**config.mk**
```make
export PLATFORM = sky130hd
export DESIGN_NAME = control_pipeline
export DESIGN_NICKNAME = d
export VERILOG_FILES = /design/src/rtl/control_pipeline.sv
export SDC_FILE = /design/constraint.sdc
export NUM_CORES = 1
export LEC_CHECK = 0
export CORE_MARGIN = 4
export CORE_UTILIZATION = 41
export CTS_BUF_LIST = sky130_fd_sc_hd__clkbuf_8
export CTS_CLUSTER_SIZE = 25
export DETAILED_ROUTE_END_ITERATION = 6
export GPL_TIMING_DRIVEN = 1
export MAX_ROUTING_LAYER = met4
export PLACE_DENSITY = 0.82
export REMOVE_ABC_BUFFERS = 1
export SETUP_SLACK_MARGIN = 0.02
export SYNTH_ARGS = -nofsm -noshare
export SYNTH_HDL_FRONTEND = slang
export SYNTH_SLANG_ARGS = --single-unit
```
**constraint.sdc**
```tcl
create_clock -name clk -period 6.35 [get_ports clk]
set_clock_uncertainty 0.05 [all_clocks]
set_input_delay 0.9525 -clock clk [delete_from_list [all_inputs] [get_ports clk]]
set_output_delay 0.9525 -clock clk [all_outputs]
set_load 0.1 [all_outputs]
```
**src/rtl/control_pipeline.sv**
```systemverilog
// ID/EX, EX/MEM and MEM/WB control registers with load-use stall and redirect flush.
// Optional stall/flush performance counters are enabled by defining CTRL_PIPE_COUNTERS_EN.
module control_pipeline #(
  parameter int REG_ADDR_WIDTH = 5,
  parameter int COUNT_WIDTH    = 32
) (
  input  logic                      clk,
  input  logic                      rst,
  input  logic                      id_valid,
  input  logic                      id_write,
  input  logic                      id_store,
  input  logic                      id_load,
  input  logic                      id_branch,
  input  logic [1:0]                id_alu_operand_a_selector,
  input  logic                      id_alu_operand_b_selector,
  input  logic [1:0]                id_next_pc_selector,
  input  logic [2:0]                id_alu_operations_selector,
  input  logic [REG_ADDR_WIDTH-1:0] id_rd,
  input  logic [REG_ADDR_WIDTH-1:0] id_rs1,
  input  logic [REG_ADDR_WIDTH-1:0] id_rs2,
  input  logic                      ex_redirect,
  output logic                      ex_valid,
  output logic                      ex_write,
  output logic                      ex_store,
  output logic                      ex_load,
  output logic                      ex_branch,
  output logic [1:0]                ex_alu_operand_a_selector,
  output logic                      ex_alu_operand_b_selector,
  output logic [1:0]                ex_next_pc_selector,
  output logic [2:0]                ex_alu_operations_selector,
  output logic [REG_ADDR_WIDTH-1:0] ex_rd,
  output logic                      mem_valid,
  output logic                      mem_write,
  output logic                      mem_store,
  output logic                      mem_load,
  output logic [REG_ADDR_WIDTH-1:0] mem_rd,
  output logic                      wb_valid,
  output logic                      wb_write,
  output logic                      wb_load,
  output logic [REG_ADDR_WIDTH-1:0] wb_rd,
`ifdef CTRL_PIPE_COUNTERS_EN
  output logic [COUNT_WIDTH-1:0]    stall_count,
  output logic [COUNT_WIDTH-1:0]    flush_count,
`endif
  output logic                      stall,
  output logic                      flush
);

  logic                      ex_valid_r, ex_write_r, ex_store_r, ex_load_r, ex_branch_r;
  logic [1:0]                ex_a_sel_r;
  logic                      ex_b_sel_r;
  logic [1:0]                ex_npc_sel_r;
  logic [2:0]                ex_alu_op_r;
  logic [REG_ADDR_WIDTH-1:0] ex_rd_r;
  logic                      mem_valid_r, mem_write_r, mem_store_r, mem_load_r;
  logic [REG_ADDR_WIDTH-1:0] mem_rd_r;
  logic                      wb_valid_r, wb_write_r, wb_load_r;
  logic [REG_ADDR_WIDTH-1:0] wb_rd_r;
  logic                      hazard;

  always_comb begin
    hazard = ex_valid_r & ex_load_r & id_valid & (ex_rd_r != '0) &
             ((ex_rd_r == id_rs1) | (ex_rd_r == id_rs2));
    flush  = ~rst & ex_redirect;
    stall  = ~rst & hazard & ~ex_redirect;
  end

  // Redirect squashes the decode slot, a stall inserts a bubble, and an
  // invalid decode slot is captured as a fully zeroed bubble.
  always_ff @(posedge clk or posedge rst) begin
    if (rst) begin
      ex_valid_r   <= 1'b0;
      ex_write_r   <= 1'b0;
      ex_store_r   <= 1'b0;
      ex_load_r    <= 1'b0;
      ex_branch_r  <= 1'b0;
      ex_a_sel_r   <= '0;
      ex_b_sel_r   <= 1'b0;
      ex_npc_sel_r <= '0;
      ex_alu_op_r  <= '0;
      ex_rd_r      <= '0;
    end else if (ex_redirect || stall || !id_valid) begin
      ex_valid_r   <= 1'b0;
      ex_write_r   <= 1'b0;
      ex_store_r   <= 1'b0;
      ex_load_r    <= 1'b0;
      ex_branch_r  <= 1'b0;
      ex_a_sel_r   <= '0;
      ex_b_sel_r   <= 1'b0;
      ex_npc_sel_r <= '0;
      ex_alu_op_r  <= '0;
      ex_rd_r      <= '0;
    end else begin
      ex_valid_r   <= 1'b1;
      ex_write_r   <= id_write;
      ex_store_r   <= id_store;
      ex_load_r    <= id_load;
      ex_branch_r  <= id_branch;
      ex_a_sel_r   <= id_alu_operand_a_selector;
      ex_b_sel_r   <= id_alu_operand_b_selector;
      ex_npc_sel_r <= id_next_pc_selector;
      ex_alu_op_r  <= id_alu_operations_selector;
      ex_rd_r      <= id_rd;
    end
  end

  always_ff @(posedge clk or posedge rst) begin
    if (rst) begin
      mem_valid_r <= 1'b0;
      mem_write_r <= 1'b0;
      mem_store_r <= 1'b0;
      mem_load_r  <= 1'b0;
      mem_rd_r    <= '0;
      wb_valid_r  <= 1'b0;
      wb_write_r  <= 1'b0;
      wb_load_r   <= 1'b0;
      wb_rd_r     <= '0;
    end else begin
      mem_valid_r <= ex_valid_r;
      mem_write_r <= ex_write_r;
      mem_store_r <= ex_store_r;
      mem_load_r  <= ex_load_r;
      mem_rd_r    <= ex_rd_r;
      wb_valid_r  <= mem_valid_r;
      wb_write_r  <= mem_write_r;
      wb_load_r   <= mem_load_r;
      wb_rd_r     <= mem_rd_r;
    end
  end

`ifdef CTRL_PIPE_COUNTERS_EN
  // Counters stick at all-ones instead of wrapping.
  always_ff @(posedge clk or posedge rst) begin
    if (rst) begin
      stall_count <= '0;
      flush_count <= '0;
    end else begin
      if (stall && (stall_count != '1)) stall_count <= stall_count + 1'b1;
      if (flush && (flush_count != '1)) flush_count <= flush_count + 1'b1;
    end
  end
`endif

  assign ex_valid                   = ex_valid_r;
  assign ex_write                   = ex_write_r & ex_valid_r;
  assign ex_store                   = ex_store_r & ex_valid_r;
  assign ex_load                    = ex_load_r & ex_valid_r;
  assign ex_branch                  = ex_branch_r;
  assign ex_alu_operand_a_selector  = ex_a_sel_r;
  assign ex_alu_operand_b_selector  = ex_b_sel_r;
  assign ex_next_pc_selector        = ex_npc_sel_r;
  assign ex_alu_operations_selector = ex_alu_op_r;
  assign ex_rd                      = ex_rd_r;
  assign mem_valid                  = mem_valid_r;
  assign mem_write                  = mem_write_r & mem_valid_r;
  assign mem_store                  = mem_store_r & mem_valid_r;
  assign mem_load                   = mem_load_r & mem_valid_r;
  assign mem_rd                     = mem_rd_r;
  assign wb_valid                   = wb_valid_r;
  assign wb_write                   = wb_write_r & wb_valid_r;
  assign wb_load                    = wb_load_r & wb_valid_r;
  assign wb_rd                      = wb_rd_r;

endmodule
```
---- After elaboration in Yosys (flattened, before gate mapping) ----
Cells that the tools add are included.
cells by class
  add/subtract/negate cells ............... 0
  $mul .................................... 0
  divide/modulo/power cells ............... 0
  magnitude comparators ................... 0
  eq/ne operators ......................... 2
  shifts and indexed selects .............. 0
  muxes and demuxes ....................... 10
  bitwise gates (word level) .............. 17
  reductions and logical operators ........ 4
operators with widths
  cell                number
  AND 1 bit           14
  == test 5 bit       2
  2-to-1 mux 1 bit    6
  2-to-1 mux 5 bit    1
  nonzero test 5 bit  1
  2-to-1 mux 2 bit    2
  2-to-1 mux 3 bit    1
  logical OR 1 bit    2
  NOT 1 bit           2
  zero test 1 bit     1
  bitwise OR 1 bit    1
storage, ports and cells
  flip-flop bits (word level) ............. 35
  bits in latches ......................... 0
  bits in writable memories ............... 0
  ROM bits ................................ 0
  word-level logic and storage cells ...... 52
  memories ................................ 0

---- Longest topological paths before layout ----
Gate-level depths: netlist (run 1).
  depth after elaboration ................. 9
  depth in mapped cells ................... 5
  depth with buffers taken out ............ 4

---- Worst setup path after synthesis (run 1) ----
OpenSTA, ideal clock, no wires.
  path type ............................... input to output
  from .................................... input rst
  to ...................................... output stall
  arrival ................................. 2679 ps
  setup slack ............................. 2669 ps
  cell stages on the path ................. 4
  buffers on the path ..................... 1
  cell sequence ........................... inv_1 -> o2111a_1 -> buf_6 -> and3b_2
on the way
  longest elaborated chain between the ends .. 3
RTL lines
  element                  line  text
  start, declared          8     input logic rst,
  NOT 1 bit                65    stall = ~rst & hazard & ~ex_redirect;
  AND 1 bit (2 in series)  65
  end, declared            45    output logic stall,
No other way between the ends.

---- Final worst setup path (run 1) ----
Ends and elaborated chain as after synthesis.

==> flow_metrics.env, run 1 <==
export IMPL_setup_viol=0
export IMPL_cts_sinks=35
export IMPL_wl_per_cell_um=13.30
export IMPL_reg2reg_slack_ns=4.39
export IMPL_hold_path_end="mem_write_r"
export IMPL_hp_start="ex_write_r"
export IMPL_cp_arrival_ns=3.23
export IMPL_critPathKind="primary input to primary output"
export IMPL_yosys_area_share_simple=0.1225
export IMPL_powerDensity_nw_per_um2=237.6
export IMPL_yosys_area_share_adder=0
export IMPL_crit_path_end_kind="primary output"
export IMPL_cts_tree="yes"
export IMPL_vias=1004
export IMPL_ys_seq_area_frac=0.6598
export IMPL_ys_ff_latch=35
export IMPL_post_cts_buffers=0
export IMPL_synthCells=104
export IMPL_reg2reg_depth=4
export IMPL_startpoint="rst"
export IMPL_synth_top_family_by_area="simple AND/OR/NAND/NOR gates"
export IMPL_ys_flop_type="dfrtp_1"
export IMPL_die_area_um2=4212
export IMPL_maxCapViolations=0
export IMPL_routed_top_layer="met4"
export IMPL_grt_max_degree=37
export IMPL_slowest_delay_ns=0.81
export IMPL_clk_pin_slew_ns=0.06
export IMPL_synthMuxAreaShare=0
export IMPL_cp_max_fo=36
export IMPL_crit_top_cell="buf_4"
export IMPL_swShare=0.3113
export IMPL_holdPathStages=0
export IMPL_hold_buffers=0
export IMPL_p_leak_uw=0.0009107
export IMPL_pwr_share_comb=0.238
export IMPL_die_x_um=64.90
export IMPL_portBuffers=67
export IMPL_cts_root_buffer="clkbuf_8"
export IMPL_layout_common_cells="clkdlybuf4s50_1, dfrtp_1, nand2_1"
export IMPL_min_path_type="register to register"
export IMPL_dpl_hpwl_um=2250
export IMPL_num_antenna_cells=0
export IMPL_synth_xor_area_frac=0.06598
export IMPL_r2r_end="ex_valid"
export IMPL_nets=205
export IMPL_max_freq_mhz=236.4
export IMPL_period_share=0.6661
export IMPL_finalHoldViolations=0
export IMPL_rows=20
export IMPL_finalPower_uw=497.9
export IMPL_grt_usage=0.1603
export IMPL_avgSynthCellArea_um2=12.76
export IMPL_cts_htree_levels=2
export IMPL_status="finished, final reports clean"
export IMPL_avgViaCountPerCell=4.584
export IMPL_worstSetupStartpointType="primary input"
export IMPL_layout_drive_gt1_share=0.1200
export IMPL_grt_pass1_wl_um=4767
export IMPL_die_h_um=64.90
export IMPL_final_max_slew_viol_count=0
export IMPL_ir_drop_v=0.0001546
export IMPL_power_internal_uw=342.9
export IMPL_tightest_slew_ns=1.104
export IMPL_areaGrowthSynthToFinish_pct=57.87
export IMPL_synth_area_um2=1328
export IMPL_fillers=250
export IMPL_critical_path_buf_inv_count=4
export IMPL_gp_congestion=0.6950
export IMPL_rr_startpoint="ex_rd[0]"
export IMPL_crit_slowest_cell="o2111a_1"
export IMPL_pwr_share_clk=0.287
export IMPL_min_period_ns=4.229
export IMPL_p_sw_uw=155.0
export IMPL_io_pin_count=68
export IMPL_required_ns=5.35
export IMPL_initial_core_util=0.4313
export IMPL_wl_um=2912
export IMPL_clockBufferDepth=2
export IMPL_ys_warn_count=0
export IMPL_grt_pass1_vias=1027
export IMPL_timing_setup_tns_ns=0
export IMPL_wl_met2_um=1399
export IMPL_grt_remaining_overflow=0
export IMPL_post_cts_resized=0
export IMPL_final_common_cell="clkdlybuf4s50_1"
export IMPL_synth_edf_count=0
export IMPL_detail_route_antenna_nets=0
export IMPL_core_area_um2=3078
export IMPL_drc_errors=0
export IMPL_first_pass_iters=4
export IMPL_async_flop_share=1.000
export IMPL_clock_latency_ns=0.28
export IMPL_slew_headroom=0.2628
export IMPL_synth_compound_area_share=0.1159
export IMPL_drtIter0Drc=37
export IMPL_crit_chain="clkdlybuf4s50_1 -> inv_1 -> buf_4 -> o2111a_1 -> and3b_2 -> buf_4"
export IMPL_numCtsBuffers=5
export IMPL_ys_types=19
export IMPL_cp_top_family="buffers and inverters"
export IMPL_grt_setup_unrepaired="false"
export IMPL_wl_met1_um=1182
export IMPL_seqPwrFrac=0.475
export IMPL_dr_wl_met3_um=276
export IMPL_antenna_found_initial=0
==> per-layer routing <==
layer | up-vias | GRT usage
li1 | 478 | -
met1 | 470 | 0.1862
met2 | 51 | 0.2388
met3 | 5 | 0.07799
met4 | 0 | 0.06332
met5 | - | -
==> power groups by stage <==
stage	clock (µW)	sequential (µW)	combinational (µW)
floorplan	0	291	27.6
global route	160	238	124
detailed placement	0	241	119
CTS	148	237	120
global placement	0	241	118
finish	143	237	118
==> per-stage QoR <==
step             util  instances  hold WS [ns]  area (µm²)  worst slack [ns]
2_1_floorplan       -         99        0.2965        1284             2.253
3_3_place_gp   0.6545        211        0.3022        2014             2.189
3_5_place_dp   0.6545        211        0.3029        2014             2.081
4_1_cts        0.6809        219        0.3224        2096             2.081
5_1_grt        0.6809        219        0.3304        2096             1.892
6_report       0.6809        219        0.3188        2096             2.121
==> cells in the mapped netlist, types with 2 or more instances <==
cell      count  area share
dfrtp_1      35        0.66
nand2_1      19       0.054
a21oi_2      10       0.066
xnor2_1      10       0.066
a21oi_1       7       0.026
and2_1        7       0.033
clkbuf_1      2      0.0057
nand3_1       2      0.0075
nor2b_1       2      0.0094
==> logic make-up (layout without fill, tap and decap cells) <==
logic type             after synthesis  in the layout
AND/OR/NAND/NOR                     33             33
buffers and inverters                6             77
flip-flops                          35             35
AO/OA/AOI/OAI                       20             20
XOR/XNOR                            10             10
==> final cells by class <==
class | instances | area [µm²] | area share
clock buffer | 5 | 68.82 | 0.03284
multi-input combinational | 63 | 404.1 | 0.1928
inverter | 1 | 3.754 | 0.001791
tap | 44 | 55.05 | 0.02627
clock inverter | 3 | 12.51 | 0.005970
timing repair buffer | 68 | 675.6 | 0.3224
sequential | 35 | 875.8 | 0.4179
==> registers in the layout, summed over array words and instances (netlist names), 2 cells and up <==
name,count
wb_rd,5
mem_rd,5
ex_alu_operand_a_selector,2
ex_alu_operations_selector,3
ex_next_pc_selector,2
ex_rd,5
==> worst max-delay path by stage <==
stage / endpoint / slack [ns] / cells past startpoint
2_1_floorplan: stall / 2.25 / 3
3_3_place_gp: stall / 2.19 / 6
3_5_place_dp: stall / 2.08 / 6
4_1_cts: stall / 2.08 / 6
5_1_grt: stall / 1.89 / 6
6_report: stall / 2.12 / 6
(Power assumes the default switching activity.)
==> run 2: changes to the inputs <==
CORE_UTILIZATION = 40   (was 41)
PLACE_DENSITY = 0.81   (was 0.82)
clock period = 4.1 ns   (was 6.35 ns; I/O delays follow)
==> run 2 against run 1 <==
- non-clock buffer count increased by 2
- sequential power increased by 54%
- setup slack got worse by 0.90 ns
- routed wire length increased by 2.9%
- global-route usage increased by 0.17 points
- critical endpoint unchanged
==> flow_metrics.env, run 2 (synthesized netlist as in run 1, its figures left out) <==
export IMPL_placed_area_um2=2039
export IMPL_grt_setup_unrepaired="false"
export IMPL_required_ns=3.43
export IMPL_reg2reg_slack_ns=2.33
export IMPL_grt_usage=0.1620
export IMPL_clock_latency_ns=0.28
export IMPL_max_freq_mhz=347.8
export IMPL_final_max_slew_viol_count=0
export IMPL_initial_core_util=0.4278
export IMPL_grt_pass1_vias=1112
export IMPL_hold_buffers=0
export IMPL_tightest_slew_ns=1.111
export IMPL_fin_area_um2=2121
export IMPL_clockBufferDepth=2
export IMPL_worstSetupStartpointType="primary input"
export IMPL_timing_setup_tns_ns=0
export IMPL_die_area_um2=4305
export IMPL_drtIter0Drc=26
export IMPL_portBuffers=67
export IMPL_critPathKind="primary input to primary output"
export IMPL_period_share=0.7014
export IMPL_wl_um=2996
export IMPL_reg2reg_depth=4
export IMPL_rows=20
export IMPL_detail_route_antenna_nets=0
export IMPL_powerDensity_nw_per_um2=367.3
export IMPL_slew_headroom=0.2581
export IMPL_vias=1009
export IMPL_finalHoldViolations=0
export IMPL_cp_arrival_ns=2.21
export IMPL_post_cts_resized=0
export IMPL_rr_startpoint="ex_rd[1]"
export IMPL_grt_remaining_overflow=0
export IMPL_hp_start="ex_write_r"
export IMPL_pre_cts_ws_ns=1.230
export IMPL_grt_max_degree=36
export IMPL_wl_per_cell_um=13.56
export IMPL_die_x_um=65.61
export IMPL_fillers=248
export IMPL_post_cts_buffers=0
export IMPL_gp_congestion=0.7551
export IMPL_fin_ws_ns=1.224
export IMPL_cp_max_fo=19
export IMPL_nets=207
export IMPL_avgViaCountPerCell=4.566
export IMPL_drc_errors=0
export IMPL_crit_path_end_kind="primary output"
export IMPL_min_path_type="register to register"
export IMPL_maxCapViolations=0
export IMPL_final_common_cell="clkdlybuf4s50_1"
export IMPL_layout_common_cells="clkdlybuf4s50_1, dfrtp_1, nand2_1"
export IMPL_dp_cells=213
export IMPL_cts_tree="yes"
export IMPL_r2r_end="ex_branch"
export IMPL_core_area_um2=3103
export IMPL_cts_root_buffer="clkbuf_8"
export IMPL_numCtsBuffers=5
export IMPL_holdPathStages=0
export IMPL_areaGrowthSynthToFinish_pct=59.75
export IMPL_p_leak_uw=0.0009257
export IMPL_setup_viol=0
export IMPL_die_h_um=65.61
export IMPL_layout_drive_gt1_share=0.1356
export IMPL_min_period_ns=2.876
export IMPL_finalPower_uw=779.0
export IMPL_first_pass_iters=4
export IMPL_cts_htree_levels=2
export IMPL_io_pin_count=68
export IMPL_antenna_found_initial=0
export IMPL_ir_drop_v=0.0002729
export IMPL_dpl_hpwl_um=2247
export IMPL_layoutNonFillerInstCount=221
export IMPL_cts_sinks=35
export IMPL_grt_pass1_wl_um=4912
export IMPL_status="finished, final reports clean"
export IMPL_clk_pin_slew_ns=0.07
export IMPL_hold_path_end="mem_write_r"
export IMPL_num_antenna_cells=0
[run 2: cell types whose count changed in the layout (fill, tap and decap cells not counted), sizes merged]
| cell | previous run | this run |
|---|---|---|
| buf | 2 | 5 |
| clkdlybuf4s50 | 66 | 65 |
[run 2: layer usage]
metal | routed length (µm) | up-vias | track usage
li1 | - | 480 | -
met1 | 1179 | 465 | 0.1735
met2 | 1410 | 59 | 0.2516
met3 | 367 | 5 | 0.07863
met4 | 40 | 0 | 0.07772
met5 | 0 | - | -
[run 2: how the worst max path moves through the flow]
stage / start / end / slack [ns] / cells past startpoint
2_1_floorplan: ex_valid / stall / 0.53 / 3
5_1_grt: id_rs1[0] / stall / 1.12 / 7
4_1_cts: id_rs2[4] / stall / 1.22 / 7
6_report: id_rs2[4] / stall / 1.22 / 7
3_5_place_dp: id_rs2[4] / stall / 1.23 / 7
3_3_place_gp: id_rs2[4] / stall / 1.25 / 7
[run 2: worst max-delay path, stage by stage]
cell and delay [ns]:
clkdlybuf4s50_1 0.48, xnor2_1 0.12, nand3_1 0.11, o22ai_2 0.17
buf_4 0.28, and3b_2 0.26, buf_12 0.17
[run 2: layout make-up]
type	count	area [µm²]	area share
clock buffer	5	68.82	0.03245
sequential	35	875.8	0.4130
inverter	1	3.754	0.001770
clock inverter	3	12.51	0.005900
multi-input combinational	63	404.1	0.1906
timing repair buffer	70	700.7	0.3304
tap	44	55.05	0.02596
[run 2: metrics by stage]
| step | hold WS [ns] | util |
|---|---|---|
| 6_report | 0.3205 | 0.6835 |
| 5_1_grt | 0.3348 | 0.6835 |
| 4_1_cts | 0.3243 | 0.6835 |
| 3_5_place_dp | 0.3046 | 0.6573 |
| 3_3_place_gp | 0.3000 | 0.6573 |
| 2_1_floorplan | 0.2965 | - |
[run 2: where the power goes]
group / switching, µW / leakage (µW) / total [µW] / internal [µW]
combinational: 126 / 0.000406 / 185 / 58.9
sequential: 7.59 / 0.000469 / 366 / 359
clock: 114 / 0.0000505 / 228 / 114
==> run 3: changes to the inputs <==
clock period = 3 ns   (was 4.1 ns; I/O delays follow)
==> run 3 against run 2 <==
- clock power rose by 45%
- register-to-register slack worse by 1.1 ns
- combinational power increased by 34%
- setup slack got worse by 0.65 ns
- first-iteration DRC count increased by 3.8%
- sequential cell count unchanged
- critical path type is now register to primary output
- largest cell class unchanged
- largest power group unchanged
==> flow_metrics.env, run 3 (synthesized netlist as in run 1, its figures left out) <==
export IMPL_status="finished, final reports clean"
export IMPL_core_area_um2=3103
export IMPL_grt_pass1_wl_um=5064
export IMPL_die_h_um=65.61
export IMPL_num_antenna_cells=0
export IMPL_wl_um=3047
export IMPL_first_pass_iters=2
export IMPL_holdPathStages=0
export IMPL_slew_headroom=0.7163
export IMPL_min_path_type="register to register"
export IMPL_portBuffers=67
export IMPL_min_period_ns=2.428
export IMPL_nets=208
export IMPL_final_common_cell="buf_4"
export IMPL_reg2reg_depth=4
export IMPL_hp_start="ex_store_r"
export IMPL_final_max_slew_viol_count=0
export IMPL_vias=1014
export IMPL_worstSetupStartpointType="register"
export IMPL_grt_setup_unrepaired="false"
export IMPL_hold_buffers=0
export IMPL_finalHoldViolations=0
export IMPL_cts_root_buffer="clkbuf_8"
export IMPL_period_share=0.8093
export IMPL_placed_area_um2=1959
export IMPL_layout_drive_gt1_share=0.3446
export IMPL_io_pin_count=68
export IMPL_antenna_found_initial=0
export IMPL_layout_common_cells="buf_4, dfrtp_1, clkdlybuf4s50_1"
export IMPL_detail_route_antenna_nets=0
export IMPL_wl_per_cell_um=13.79
export IMPL_hold_path_end="mem_store_r"
export IMPL_powerDensity_nw_per_um2=527.9
export IMPL_holdWs_ns=0.3212
export IMPL_crit_chain="or4_1 -> o2111a_1 -> and3b_2 -> buf_12"
export IMPL_gp_congestion=0.7657
export IMPL_dp_cells=214
export IMPL_fin_area_um2=2047
export IMPL_post_cts_resized=0
export IMPL_drc_errors=0
export IMPL_rows=20
export IMPL_die_area_um2=4305
export IMPL_tightest_slew_ns=0.4256
export IMPL_crit_slowest_cell="or4_1"
export IMPL_max_freq_mhz=411.9
export IMPL_pre_cts_ws_ns=0.7013
export IMPL_clock_latency_ns=0.28
export IMPL_layoutNonFillerInstCount=221
export IMPL_dpl_hpwl_um=2338
export IMPL_initial_core_util=0.4278
export IMPL_die_x_um=65.61
export IMPL_slowest_delay_ns=0.55
export IMPL_grt_usage=0.1645
export IMPL_cts_sinks=35
export IMPL_drtIter0Drc=27
export IMPL_cts_tree="yes"
export IMPL_cp_arrival_ns=1.93
export IMPL_crit_path_end_kind="primary output"
export IMPL_setup_viol=0
export IMPL_clk_pin_slew_ns=0.06
export IMPL_grt_pass1_vias=1117
export IMPL_r2r_end="ex_valid"
export IMPL_critPathKind="register to primary output"
export IMPL_maxCapViolations=0
export IMPL_fin_ws_ns=0.5720
export IMPL_rr_startpoint="ex_rd[1]"
export IMPL_numCtsBuffers=5
export IMPL_reg2reg_slack_ns=1.23
export IMPL_clockBufferDepth=2
export IMPL_areaGrowthSynthToFinish_pct=54.19
export IMPL_p_leak_uw=0.0009904
export IMPL_cp_max_fo=5
export IMPL_grt_remaining_overflow=0
export IMPL_avgViaCountPerCell=4.588
export IMPL_post_cts_buffers=0
export IMPL_cts_htree_levels=2
export IMPL_grt_max_degree=36
export IMPL_required_ns=2.50
export IMPL_ir_drop_v=0.0002293
-- run 3: how the worst max path moves through the flow --
stage               startpoint  endpoint  slack (ns)  cells after the start
CTS                   ex_rd[1]     stall        0.54                      4
global route          ex_rd[1]     stall        0.51                      4
global placement     id_rs2[4]     stall        0.72                      6
detailed placement   id_rs2[0]     stall        0.70                      6
floorplan             ex_valid     stall       -0.41                      3
finish                ex_rd[1]     stall        0.57                      4
-- run 3: layer usage --
layer	share of wire	up-vias	GRT usage
met5	0	-	-
met4	0.015	0	0.05440
met3	0.12	6	0.08034
met2	0.48	56	0.2705
met1	0.39	470	0.1733
li1	-	482	-
-- run 3: power by group --
part	switching [µW]	internal (µW)	leakage (µW)
Clock	152	180	0.0000470
Combinational	172	75.4	0.000474
Sequential	11.2	490	0.000469
Total	335	746	0.000990
-- run 3: through the flow --
step	utilization	setup TNS (ns)	total power, µW
6_report	0.6597	0	1081
5_1_grt	0.6597	0	1125
4_1_cts	0.6597	0	1093
3_5_place_dp	0.6315	0	760.1
3_3_place_gp	0.6315	0	755.9
2_1_floorplan	-	-0.4087	673.9
-- run 3: cell type report --
class	count	area [µm²]
clock buffers	6	82.58
inverters	1	3.754
fillers	270	1056
clock inverters	1	5.005
multi-input cells	63	404.1
flip-flops and latches	35	875.8
repair buffers	71	620.6
well taps	44	55.05
-- run 3: worst max-delay path: cells and delay by family, from the launching register on --
| family | cells | cell delay (ns) |
|---|---|---|
| AND/OR/NAND/NOR | 2 | 0.78 |
| flip-flops | 1 | 0.45 |
| AO/OA/AOI/OAI | 1 | 0.26 |
| buffers and inverters | 1 | 0.17 |
